<file path="config.mk">
export PLATFORM = sky130hd
export DESIGN_NAME = rf_wb_arbiter
export DESIGN_NICKNAME = d
export VERILOG_FILES = /design/src/rtl/rf_wb_arbiter_pkg.sv /design/src/rtl/rf_arb_fifo.sv /design/src/rtl/rf_wb_arbiter.sv
export SDC_FILE = /design/constraint.sdc
export NUM_CORES = 1
export LEC_CHECK = 0
export BUFFER_PORTS_ARGS = -buffer_cell sky130_fd_sc_hd__clkbuf_2
export CAP_MARGIN = 10
export CORE_UTILIZATION = 35
export CTS_CLUSTER_DIAMETER = 60
export CTS_CLUSTER_SIZE = 8
export DETAILED_ROUTE_END_ITERATION = 10
export PLACE_DENSITY_LB_ADDON = 0.1
export REMOVE_ABC_BUFFERS = 1
export SYNTH_ARGS = -nofsm -noshare
export SYNTH_HDL_FRONTEND = slang
export SYNTH_HIERARCHICAL = 1
export SYNTH_SLANG_ARGS = --single-unit
</file>
<file path="constraint.sdc">
create_clock -name clk -period 2.5 [get_ports clk]
set_clock_uncertainty 0.1 [all_clocks]
set_input_delay 0 -clock clk [delete_from_list [all_inputs] [get_ports clk]]
set_output_delay 0 -clock clk [all_outputs]
set_load 0.005 [all_outputs]
</file>
<file path="src/rtl/rf_wb_arbiter_pkg.sv">
// Shared definitions for the register-file write-port arbiter.
//   RF_AW / RF_DW : register-file address and data widths
//   REG_ZERO      : the hard-wired zero register
//   wr_req_t      : packed {addr, data} write request, used by the arbiter and its FIFO
//   is_real_write : a write to $0 is never a real write
package rf_wb_arbiter_pkg;
  localparam int RF_AW = 5;
  localparam int RF_DW = 32;
  localparam logic [RF_AW-1:0] REG_ZERO = '0;

  typedef struct packed {
    logic [RF_AW-1:0] addr;
    logic [RF_DW-1:0] data;
  } wr_req_t;

  function automatic logic is_real_write(input logic [RF_AW-1:0] addr);
    return addr != REG_ZERO;
  endfunction
endpackage

</file>
<file path="src/rtl/rf_arb_fifo.sv">
// FIFO of buffered multi-cycle write requests.
// Ports:
//   clk, rst_n     : clock, asynchronous active-low reset
//   push, push_req : enqueue push_req (caller guarantees !full)
//   pop            : dequeue the head (caller guarantees !empty)
//   full, empty    : occupancy flags
//   head           : oldest entry
//   ent_valid      : per-slot valid bits
//   ent_addr       : per-slot destination addresses, slot i at [i*RF_AW +: RF_AW]
module rf_arb_fifo
  import rf_wb_arbiter_pkg::*;
#(
  parameter int DEPTH = 2
) (
  input  logic                   clk,
  input  logic                   rst_n,
  input  logic                   push,
  input  wr_req_t                push_req,
  input  logic                   pop,
  output logic                   full,
  output logic                   empty,
  output wr_req_t                head,
  output logic [DEPTH-1:0]       ent_valid,
  output logic [DEPTH*RF_AW-1:0] ent_addr
);
  localparam int PW = (DEPTH > 1) ? $clog2(DEPTH) : 1;

  wr_req_t          mem [DEPTH];
  logic [DEPTH-1:0] valid;
  logic [DEPTH-1:0] valid_nxt;
  logic [PW-1:0]    wr_ptr;
  logic [PW-1:0]    rd_ptr;

  // Occupancy is tracked as per-slot valid bits so the pend compare can use
  // them directly. A push never lands on the popped slot: push needs !full
  // and pop needs !empty, so the two indices always differ.
  always_comb begin
    valid_nxt = valid;
    if (pop)  valid_nxt[rd_ptr] = 1'b0;
    if (push) valid_nxt[wr_ptr] = 1'b1;
  end

  always_ff @(posedge clk or negedge rst_n) begin
    if (!rst_n) begin
      valid  <= '0;
      wr_ptr <= '0;
      rd_ptr <= '0;
      for (int i = 0; i < DEPTH; i++) mem[i] <= '0;
    end else begin
      valid <= valid_nxt;
      if (push) begin
        mem[wr_ptr] <= push_req;
        wr_ptr      <= wr_ptr + 1'b1;
      end
      if (pop) rd_ptr <= rd_ptr + 1'b1;
    end
  end

  always_comb begin
    ent_addr = '0;
    for (int i = 0; i < DEPTH; i++) ent_addr[i*RF_AW +: RF_AW] = mem[i].addr;
  end

  assign ent_valid = valid;
  assign head      = mem[rd_ptr];
  assign full      = &valid;
  assign empty     = ~|valid;
endmodule

</file>
<file path="src/rtl/rf_wb_arbiter.sv">
// Write-port arbiter for the 32x32 register file. The pipeline writeback
// stage and a buffered multi-cycle result path share one RF write port.
// Optional feature macro: RF_ARB_STARVE_EN (starvation guard that stalls the
// pipeline when the FIFO head has waited MAX_WAIT cycles).
// Ports:
//   clk, rst_n                 : clock, asynchronous active-low reset
//   wb_we, wb_addr, wb_data    : pipeline writeback request
//   mc_valid, mc_ready,
//   mc_addr, mc_data           : multi-cycle result handshake
//   rf_we, rf_w, rf_din        : RF write port
//   stall_pipe                 : pipeline must hold WB and present no write
//   rd_a, rd_b, rd_w           : decode register numbers
//   pend_a, pend_b, pend_w     : a buffered write targets that register
// Handshake: a result transfers on a rising edge where mc_valid && mc_ready;
// mc_valid/addr/data must hold until then. A transfer to $0 is consumed but
// not buffered.
module rf_wb_arbiter
  import rf_wb_arbiter_pkg::*;
#(
  parameter int DEPTH    = 2,
  parameter int MAX_WAIT = 4
) (
  input  logic             clk,
  input  logic             rst_n,
  input  logic             wb_we,
  input  logic [RF_AW-1:0] wb_addr,
  input  logic [RF_DW-1:0] wb_data,
  input  logic             mc_valid,
  output logic             mc_ready,
  input  logic [RF_AW-1:0] mc_addr,
  input  logic [RF_DW-1:0] mc_data,
  output logic             rf_we,
  output logic [RF_AW-1:0] rf_w,
  output logic [RF_DW-1:0] rf_din,
  output logic             stall_pipe,
  input  logic [RF_AW-1:0] rd_a,
  input  logic [RF_AW-1:0] rd_b,
  input  logic [RF_AW-1:0] rd_w,
  output logic             pend_a,
  output logic             pend_b,
  output logic             pend_w
);
  if (DEPTH < 2 || (DEPTH & (DEPTH - 1)) != 0 || MAX_WAIT < 1 || MAX_WAIT > 15)
  begin : g_bad_param
    $error("rf_wb_arbiter: DEPTH must be a power of 2 >= 2, MAX_WAIT 1..15");
  end

  logic                   fifo_full;
  logic                   fifo_empty;
  wr_req_t                fifo_head;
  logic [DEPTH-1:0]       ent_valid;
  logic [DEPTH*RF_AW-1:0] ent_addr;
  logic                   push;
  logic                   pop;
  logic                   wb_eff;

  assign mc_ready = !fifo_full;
  assign push     = mc_valid && mc_ready && is_real_write(mc_addr);
  assign wb_eff   = wb_we && is_real_write(wb_addr);

  rf_arb_fifo #(.DEPTH(DEPTH)) u_fifo (
    .clk      (clk),
    .rst_n    (rst_n),
    .push     (push),
    .push_req ('{addr: mc_addr, data: mc_data}),
    .pop      (pop),
    .full     (fifo_full),
    .empty    (fifo_empty),
    .head     (fifo_head),
    .ent_valid(ent_valid),
    .ent_addr (ent_addr)
  );

  // Grant: a forced drain beats the pipeline, the pipeline beats idle drain.
  always_comb begin
    rf_we  = 1'b0;
    rf_w   = REG_ZERO;
    rf_din = '0;
    pop    = 1'b0;
    if (!rst_n) begin
      pop = 1'b0;
    end else if (stall_pipe) begin
      if (!fifo_empty) begin
        pop    = 1'b1;
        rf_we  = 1'b1;
        rf_w   = fifo_head.addr;
        rf_din = fifo_head.data;
      end
    end else if (wb_eff) begin
      rf_we  = 1'b1;
      rf_w   = wb_addr;
      rf_din = wb_data;
    end else if (!fifo_empty) begin
      pop    = 1'b1;
      rf_we  = 1'b1;
      rf_w   = fifo_head.addr;
      rf_din = fifo_head.data;
    end
  end

`ifdef RF_ARB_STARVE_EN
  localparam logic [3:0] WAIT_LIM = 4'(MAX_WAIT);

  logic [3:0] wait_cnt;
  logic [3:0] wait_nxt;
  logic       stall_q;

  // Counts cycles the current head has gone without being popped.
  always_comb begin
    wait_nxt = wait_cnt;
    if (pop || fifo_empty)   wait_nxt = '0;
    else if (wait_cnt != 4'hF) wait_nxt = wait_cnt + 4'd1;
  end

  // The stall stays up until the pop it forces, then drops the next cycle.
  always_ff @(posedge clk or negedge rst_n) begin
    if (!rst_n) begin
      wait_cnt <= '0;
      stall_q  <= 1'b0;
    end else begin
      wait_cnt <= wait_nxt;
      stall_q  <= pop ? 1'b0 : (stall_q || (wait_nxt >= WAIT_LIM));
    end
  end

  assign stall_pipe = stall_q;
`else
  assign stall_pipe = 1'b0;
`endif

  // Hazard flags look at buffered contents only, ignoring this cycle's push/pop.
  always_comb begin
    pend_a = 1'b0;
    pend_b = 1'b0;
    pend_w = 1'b0;
    for (int i = 0; i < DEPTH; i++) begin
      if (ent_valid[i]) begin
        if (is_real_write(rd_a) && ent_addr[i*RF_AW +: RF_AW] == rd_a) pend_a = 1'b1;
        if (is_real_write(rd_b) && ent_addr[i*RF_AW +: RF_AW] == rd_b) pend_b = 1'b1;
        if (is_real_write(rd_w) && ent_addr[i*RF_AW +: RF_AW] == rd_w) pend_w = 1'b1;
      end
    end
  end
endmodule

</file>
==> impl_metrics.json, run 1 <==
{
  "synth_top_family_by_area": "multiplexers",
  "reg2reg_depth": 6,
  "numCtsBuffers": 9,
  "grt_setup_unrepaired": "false",
  "initial_core_util": 0.358,
  "path_buf_inv": 3,
  "dpl.hpwl_um": 7600,
  "dr.pass1.iters": 4,
  "cp-start-kind": "input pin",
  "cp_data_required_time_ns": 2.62,
  "cts.sinks": 78,
  "slew_viol_final": 0,
  "nets": 655,
  "drt-vias-per-instance": 4.77,
  "yosys_register_bits": 78,
  "num_vias": 3543,
  "antenna_found_initial": 0,
  "synth_mux_area_frac": 0.303,
  "clkTransAtPathRegs_ns": 0.06,
  "cts_tree": "built",
  "relSlewSlack": 0.416,
  "port_buffers": 134,
  "hold_path_depth": 3,
  "critPathTopFamily": "buffers and inverters",
  "io_pins": 136,
  "path_depth": 7,
  "cts-root-buf": "clkbuf_16",
  "ctsResizeCount": 0,
  "path_max_fanout": 19,
  "die_w_um": 118,
  "fmax_ghz": 0.448,
  "core-area_um2": 13200,
  "endpoint_kind": "register",
  "diodes": 0,
  "setup_viol": 0,
  "hold_class": "input pin to register",
  "synth_simple_gate_area_frac": 0.108,
  "hold_ws_ns": 0.0339,
  "clkLatencyLatePin_ns": 0.33,
  "wl_per_cell_um": 15.6,
  "utilization": 0.467,
  "cap_viol_max_count": 0,
  "grt_max_degree": 118,
  "status": "complete, no violations",
  "yosysWarnings": 6,
  "place_congestion": 0.791,
  "die_height_um": 118,
  "drive_gt1_frac": 0.485,
  "timing.final.crit_share": 0.892,
  "cp.arrival_ns": 2.35,
  "gr-total-overflow": 0,
  "synth-xor-area-share": 0.0593,
  "yosysSeqAreaShare": 0.413,
  "area_growth_pct": 30.2,
  "htree_levels": 3,
  "totalPowerFinal_mw": 6.69,
  "vdd_drop_max_mv": 0.463,
  "grt_pass1_vias": 3613,
  "cts_setup_buffers": 0,
  "grt_usage": 0.175,
  "path_class": "input pin to register",
  "die_area_um2": 14000,
  "hold_viol_final": 0,
  "finish.instance_area_um2": 6150,
  "avgSynthCellArea_um2": 11.6,
  "synthCells": 408,
  "worst_slew_pin_slew_ns": 0.874,
  "synth_compound_area_frac": 0.0535,
  "period_minus_slack_ns": 2.23,
  "routed_wl_um": 11600,
  "dr.first_iter.drc_count": 163,
  "clockBufferDepth": 2,
  "critPathSlowestCell": "dlygate4sd3_1",
  "max_stage_delay_ns": 0.54,
  "synthAdderAreaFrac": 0,
  "dpl_cell_area_um2": 5490,
  "syn_area_um2": 4730,
  "fp-row-count": 42,
  "cp_cell_sequence": "dlygate4sd3_1 > clkbuf_2 > or3_1 > o311a_1 > nand2_4 > buf_12 > mux2_2",
  "ant_nets": 0,
  "drc": 0,
  "timing.setup.tns_ns": 0,
  "p_per_area_nw_per_um2": 1090,
  "grt_first_pass_wirelength_um": 19000,
  "ys_types": 35,
  "p_leak_nw": 2.91
}
-- worst paths after layout --
path / startpoint / to / slack, ns
max: mc_addr[1] / u_fifo/mem[0] / 0.27
min: mc_valid / u_fifo/wr_ptr / 0.03
max reg2reg: u_fifo/ent_valid[1] / u_fifo/mem[45] / 0.36
min reg2reg: u_fifo/mem[38] / u_fifo/mem[38] / 0.40
max in group asynchronous: rst_n / u_fifo/mem[45] / 1.63
min in group asynchronous: rst_n / u_fifo/mem[53] / 0.19
-- layout make-up --
cell class                      instances  area (um^2)
Clock buffer                           13          270
Fill cell                            1251         7040
Clock inverter                          3         17.5
Inverter                                2         7.51
Timing Repair Buffer                  181         1200
Multi-Input combinational cell        290         2490
Tap cell                              176          220
Sequential cell                        78         1950
-- layer usage --
layer	up-vias	global-route usage	wire [um]
met2	103	0.282	5510
met3	15	0.0275	434
met4	0	0.0753	227
met1	1682	0.231	5400
met5	-	0	0
li1	1743	-	-
-- worst register-to-register path, stage by stage, from the launching register on --
cell and delay [ns]:
dfrtp_1 0.45, and2_1 0.19, inv_1 0.07, o311a_1 0.30, nor2b_4 0.21, buf_12 0.27
mux2_2 0.43
-- sequential cells by signal, summed over array words and instances (netlist names) --
register,flops
u_fifo/ent_valid,2
u_fifo/rd_ptr,1
u_fifo/ent_addr,10
u_fifo/wr_ptr,1
u_fifo/mem,64
-- cell usage in the layout, fill, tap and decap left out, types with 9 or more instances in the layout --
cell,n
o21ai_0,31
xor2_1,26
clkbuf_16,9
nand2_1,35
dfrtp_1,77
mux2_2,62
mux2_4,49
nand3_1,41
dlygate4sd3_1,38
clkbuf_2,133
-- cells in the mapped netlist, drive strengths merged --
cell type    n  area [um^2]
a21boi       1         7.51
a21o         1         7.51
a21oi        5         25.0
a22o         1         8.76
a32oi        2         17.5
and2         2         12.5
buf         29          249
clkbuf       9         36.3
conb         1         3.75
dfrtp       78         1950
inv          2         7.51
mux2       111         1430
nand2       36          143
nand2b       2         12.5
nand3       41          205
nand4        1         6.26
nor2         4         15.0
nor2b        5         38.8
nor4         6         37.5
o21ai       33          176
o311a        1         10.0
or3          1         6.26
or4          4         33.8
xnor2        6         52.6
xor2        26          228
-- timing repair --
action / CTS / global route
hold endpoints to repair: 152 / 0
hold buffers: 38 / 0
setup endpoints to repair: 0 / 0
-- power by group --
part / internal [mW] / switching (mW) / leakage, nW / total [mW]
logic: 1.87 / 1.03 / 1.85 / 2.90
registers: 1.92 / 0.602 / 0.917 / 2.52
clock network: 0.751 / 0.513 / 0.142 / 1.26
total: 4.54 / 2.14 / 2.91 / 6.69
-- through the flow --
step / worst slack [ns] / instances
after CTS: 0.228 / 743
after global placement: 0.437 / 689
after global routing: 0.0760 / 743
after floorplan: 0.0922 / 370
after detailed placement: 0.393 / 689
final: 0.269 / 743
-- cell families (layout without fill, tap and decap cells) --
logic type | after synthesis | count (layout)
muxes | 111 | 111
DFF | 78 | 78
other | 1 | 1
xor gates and xnor gates | 32 | 32
buffers and inverters | 40 | 199
and+or+nand+nor | 102 | 102
AOI/OAI and AO/OA | 44 | 44
Note: power is estimated with default switching activity, not from simulation.
==> run 2, diff against run 1 <==
Settings changed: BUFFER_PORTS_ARGS -buffer_cell sky130_fd_sc_hd__clkbuf_2 to unset, CELL_PAD_IN_SITES_DETAIL_PLACEMENT set to 0, CELL_PAD_IN_SITES_GLOBAL_PLACEMENT set to 1, DONT_BUFFER_PORTS set to 1.
==> run 2 against run 1 <==
Compared with the run above: register-to-register slack improved by 0.05 ns; critical endpoint is now u_fifo/mem[45]; utilization fell by 4.5 points; sequential share of layout area rose by 3.4 points; die area did not move; via count fell by 12%; largest power group unchanged; global-route usage barely moved; first-iteration DRC count fell by 14%; critical path depth fell by 1; routed wire length rose by 0.73%; non-clock buffer count fell by 130; total power rose by 1.2%.
==> impl_metrics.json, run 2 (same netlist as run 1, synthesis figures left out) <==
{
  "internal_power_mw": 4.70,
  "clkLatencyLatePin_ns": 0.34,
  "r2r-end": "u_fifo/mem[45]",
  "clockBufferDepth": 2,
  "area_growth_pct": 17.5,
  "cp.arrival_ns": 2.21,
  "dr.max_layer_used": "met4",
  "timing.final.crit_share": 0.835,
  "core-area_um2": 13200,
  "path_max_fanout": 14,
  "io_pins": 136,
  "path_class": "register to register",
  "wl_per_cell_um": 19.0,
  "hold_viol_final": 0,
  "slew_viol_final": 0,
  "hold_class": "input pin to primary output",
  "die_w_um": 118,
  "diodes": 0,
  "ant_nets": 0,
  "ctsResizeCount": 0,
  "power_frac_seq": 0.368,
  "fp-row-count": 42,
  "cp-start-kind": "register",
  "p_clk_frac": 0.232,
  "status": "complete, no violations",
  "largest_register": "u_fifo/mem",
  "port_buffers": 0,
  "antenna_found_initial": 0,
  "critPathSlowestCell": "dfrtp_1",
  "fill_cells": 1271,
  "min_from": "wb_data[25]",
  "dpl.hpwl_um": 7460,
  "grt_first_pass_wirelength_um": 18600,
  "largest_reg_flops": 64,
  "layout_common_cells": "77 x dfrtp_1, 62 x mux2_2, 49 x mux2_4",
  "cap_viol_max_count": 0,
  "routed_wl_um": 11700,
  "initial_core_util": 0.358,
  "grt_pass1_vias": 3238,
  "p_per_area_nw_per_um2": 1220,
  "pwr-share-comb": 0.400,
  "cts-root-buf": "clkbuf_16",
  "drt-met1-wl_um": 5350,
  "p_switching_mw": 2.07,
  "num_vias": 3111,
  "path_buf_inv": 2,
  "max_stage_delay_ns": 0.43,
  "die_area_um2": 14000,
  "p_leak_nw": 2.38,
  "nets": 525,
  "relSlewSlack": 0.665,
  "reg2reg_from": "u_fifo/ent_valid[1]",
  "grt_usage": 0.174,
  "hold_path_depth": 2,
  "timing.setup.tns_ns": 0,
  "routed-wl-met2_um": 5500,
  "worstSetupStartpoint": "u_fifo/ent_valid[1]",
  "holdPathEnd": "rf_din[25]",
  "drive_gt1_frac": 0.328,
  "vdd_drop_max_mv": 0.404,
  "dr_wl_met3_um": 554,
  "grt_max_degree": 79,
  "reg2reg_slack_ns": 0.41,
  "reg2reg_depth": 6,
  "grt_setup_unrepaired": "false",
  "fmax_ghz": 0.479,
  "critPathTopFamily": "flip-flops",
  "switching_share": 0.306,
  "utilization": 0.421,
  "gr-total-overflow": 0,
  "cts_tree": "built",
  "period_minus_slack_ns": 2.09,
  "worst_slew_pin_slew_ns": 0.498,
  "cp_data_required_time_ns": 2.62,
  "cp_cell_sequence": "and2_1 > inv_1 > o311a_1 > nor2b_4 > buf_4 > mux2_2",
  "die_height_um": 118,
  "setup_viol": 0,
  "place_congestion": 0.849,
  "final_common_cell": "dfrtp_1",
  "dr.pass1.iters": 4,
  "htree_levels": 3,
  "drc": 0,
  "numCtsBuffers": 9,
  "endpoint_kind": "register",
  "hold_ws_ns": 0.00708,
  "clkTransAtPathRegs_ns": 0.06,
  "drt-vias-per-instance": 5.08,
  "dr.first_iter.drc_count": 140,
  "cts.sinks": 78
}
==> run 2: per-layer routing <==
metal  GRT usage  vias up
met4      0.0769        0
li1            -     1469
met2       0.277       89
met5           0        -
met1       0.228     1536
met3      0.0376       17
==> run 2: what timing repair did <==
action / in CTS / in global routing
endpoints found under the hold margin: 154 / 0
buffers inserted: 0 / 0
hold buffers: 41 / 0
==> run 2: worst reg2reg max path, stage by stage (launching register included) <==
cell	delay [ns]
dfrtp_1	0.43
and2_1	0.18
inv_1	0.10
o311a_1	0.29
nor2b_4	0.22
buf_4	0.28
mux2_2	0.38
==> run 2: how the worst max path moves through the flow <==
stage / slack (ns) / cells after the start / to
floorplan: 0.09 / 5 / u_fifo/ent_valid[1]
global placement: 0.43 / 6 / u_fifo/mem[37]
detailed placement: 0.38 / 6 / u_fifo/mem[45]
CTS: 0.38 / 5 / rf_din[17]
global route: 0.30 / 5 / rf_din[17]
finish: 0.41 / 6 / u_fifo/mem[45]
==> run 2: final cells by class <==
cell class	instances	area, um^2	area share
multi-input combinational	290	2490	0.448
sequential	78	1950	0.352
timing repair buffer	51	528	0.0951
clock buffer	12	267	0.0480
tap	176	220	0.0396
clock inverter	3	90.1	0.0162
inverter	2	7.51	0.00135
==> run 2: per-stage QoR <==
stage	instance area, um^2	cells	worst slack (ns)	total power, mW
final	5550	612	0.413	6.77
after detailed placement	4770	556	0.383	5.15
after floorplan	4440	370	0.0922	4.50
after CTS	5550	612	0.376	6.85
after global routing	5550	612	0.295	7.17
after global placement	4770	556	0.428	5.09
==> run 2: power groups by stage <==
stage	logic [mW]	clock network, mW	registers [mW]
4_1_cts	2.75	1.61	2.50
3_3_place_gp	2.60	0	2.49
5_1_grt	2.93	1.65	2.60
6_report	2.70	1.57	2.49
3_5_place_dp	2.65	0	2.51
2_1_floorplan	2.16	0	2.34
==> run 3, diff against run 2 <==
Clock period 2.5 ns to 2 ns, I/O delays scaled along.
==> run 3 against run 2 <==
Compared with the run above: the flow now finishes with violations (DRC); sequential power increased by 22%; total power grew 22%; register-to-register slack worse by 0.20 ns; via count shrank 0.29%; sequential share of layout area fell by 0.17 points; setup slack got worse by 0.36 ns; first-iteration DRC count fell by 36%; die area is the same; design area is 0.47% higher; global-route usage shrank 0.11 points; hold slack worse by 0.00075 ns; clock power is essentially flat.
==> impl_metrics.json, run 3 (same netlist as run 1, synthesis figures left out) <==
{
  "status": "finished with violations",
  "violations": "DRC",
  "setup_viol": 0,
  "numCtsBuffers": 9,
  "clkLatencyLatePin_ns": 0.33,
  "grt_pass1_vias": 3376,
  "p_leak_nw": 2.39,
  "diodes": 0,
  "grt_first_pass_wirelength_um": 18500,
  "path_class": "register to primary output",
  "port_buffers": 0,
  "wl_per_cell_um": 18.8,
  "place_congestion": 0.846,
  "path_max_fanout": 5,
  "grt_max_degree": 79,
  "multi_input_area_um2": 2490,
  "p_per_area_nw_per_um2": 1470,
  "largest_reg_flops": 64,
  "dpl.hpwl_um": 7300,
  "cp.arrival_ns": 1.84,
  "io_pins": 136,
  "timing.final.crit_share": 0.971,
  "die_w_um": 118,
  "drt-vias-per-instance": 5.03,
  "die_height_um": 118,
  "area_growth_pct": 18.1,
  "vdd_drop_max_mv": 0.511,
  "clockBufferDepth": 2,
  "die_area_um2": 14000,
  "setup_ws_ns": 0.0582,
  "layout_common_cells": "77 x dfrtp_1, 62 x mux2_2, 49 x mux2_4",
  "hold_ws_ns": 0.00633,
  "initial_core_util": 0.358,
  "fill_cells": 1279,
  "grt_setup_unrepaired": "false",
  "cts-root-buf": "clkbuf_16",
  "seqCellArea_um2": 1950,
  "slew_viol_final": 0,
  "worst_slew_pin_slew_ns": 0.505,
  "antenna_found_initial": 0,
  "drc": 2,
  "fp-row-count": 42,
  "ant_nets": 0,
  "cap_viol_max_count": 0,
  "fmax_ghz": 0.515,
  "relSlewSlack": 0.660,
  "cts_tree": "built",
  "num_vias": 3102,
  "cp-start-kind": "register",
  "drive_gt1_frac": 0.329,
  "hold_viol_final": 0,
  "dr.pass1.iters": 7,
  "gr-total-overflow": 0,
  "grt_usage": 0.173,
  "endpoint_kind": "primary output",
  "core-area_um2": 13200,
  "cp_data_required_time_ns": 1.90,
  "nets": 530,
  "final_common_cell": "dfrtp_1",
  "dpl_worst_slack_ns": 0.223,
  "dr.first_iter.drc_count": 90,
  "htree_levels": 3,
  "period_minus_slack_ns": 1.94,
  "largest_register": "u_fifo/mem",
  "clkTransAtPathRegs_ns": 0.06,
  "cts.sinks": 78,
  "utilization": 0.423,
  "routed_wl_um": 11600,
  "hold_class": "input pin to primary output"
}
run 3: cell count changes in the layout (fill, tap and decap cells not counted), sizes merged:
| cell | before | now |
|---|---|---|
| buf | 11 | 14 |
| dlygate4sd3 | 40 | 42 |
| clkbuf | 12 | 15 |
| bufinv | 3 | 0 |
run 3: worst paths after layout:
kind,start,end,slack (ns),cells after the start
hold reg to reg,u_fifo/mem[49],u_fifo/mem[49],0.40,1
max in group asynchronous,rst_n,u_fifo/rd_ptr,1.35,2
min in group asynchronous,rst_n,u_fifo/mem[59],0.11,2
setup reg to reg,u_fifo/ent_valid[1],u_fifo/wr_ptr,0.21,6
hold / removal,wb_data[25],rf_din[25],0.006,2
setup / recovery,u_fifo/ent_addr[7],pend_b,0.06,4
run 3: what timing repair did:
action,CTS,global route
hold buffers,43,0
resized for setup,1,0
setup buffers,0,0
setup endpoints to repair,4,0
hold endpoints to repair,154,0
run 3: power breakdown:
| part | internal (mW) | leakage (nW) | switching (mW) |
|---|---|---|---|
| Combinational | 2.28 | 1.33 | 1.35 |
| Sequential | 2.40 | 0.917 | 0.628 |
| Clock | 0.971 | 0.142 | 0.603 |
| Total | 5.65 | 2.39 | 2.58 |
run 3: final cells by class:
cell class	instances	share of cell area
tap	176	0.0395
timing repair buffer	56	0.111
multi-input combinational	290	0.446
inverter	2	0.00135
sequential	78	0.350
clock buffer	15	0.0516
run 3: worst max-delay path, stage by stage, from the launching register on:
cell	delay, ns
dfrtp_1	0.47
xor2_1	0.20
nor4_1	0.50
nand3_1	0.14
a21oi_1	0.21
run 3: metrics by stage:
step	cells	power [mW]	cell area [um^2]	setup TNS (ns)
2_1_floorplan	370	5.63	4440	-13.75
3_3_place_gp	559	6.51	4840	0
3_5_place_dp	559	6.57	4840	0
4_1_cts	617	8.34	5580	0
5_1_grt	617	8.76	5580	0
6_report	617	8.22	5580	0
run 3: routing by layer:
layer,vias up,part of all wire,track usage
li1,1483,-,-
met1,1518,0.46,0.225
met2,86,0.47,0.276
met3,15,0.044,0.0347
met4,0,0.021,0.0809
met5,-,0,0
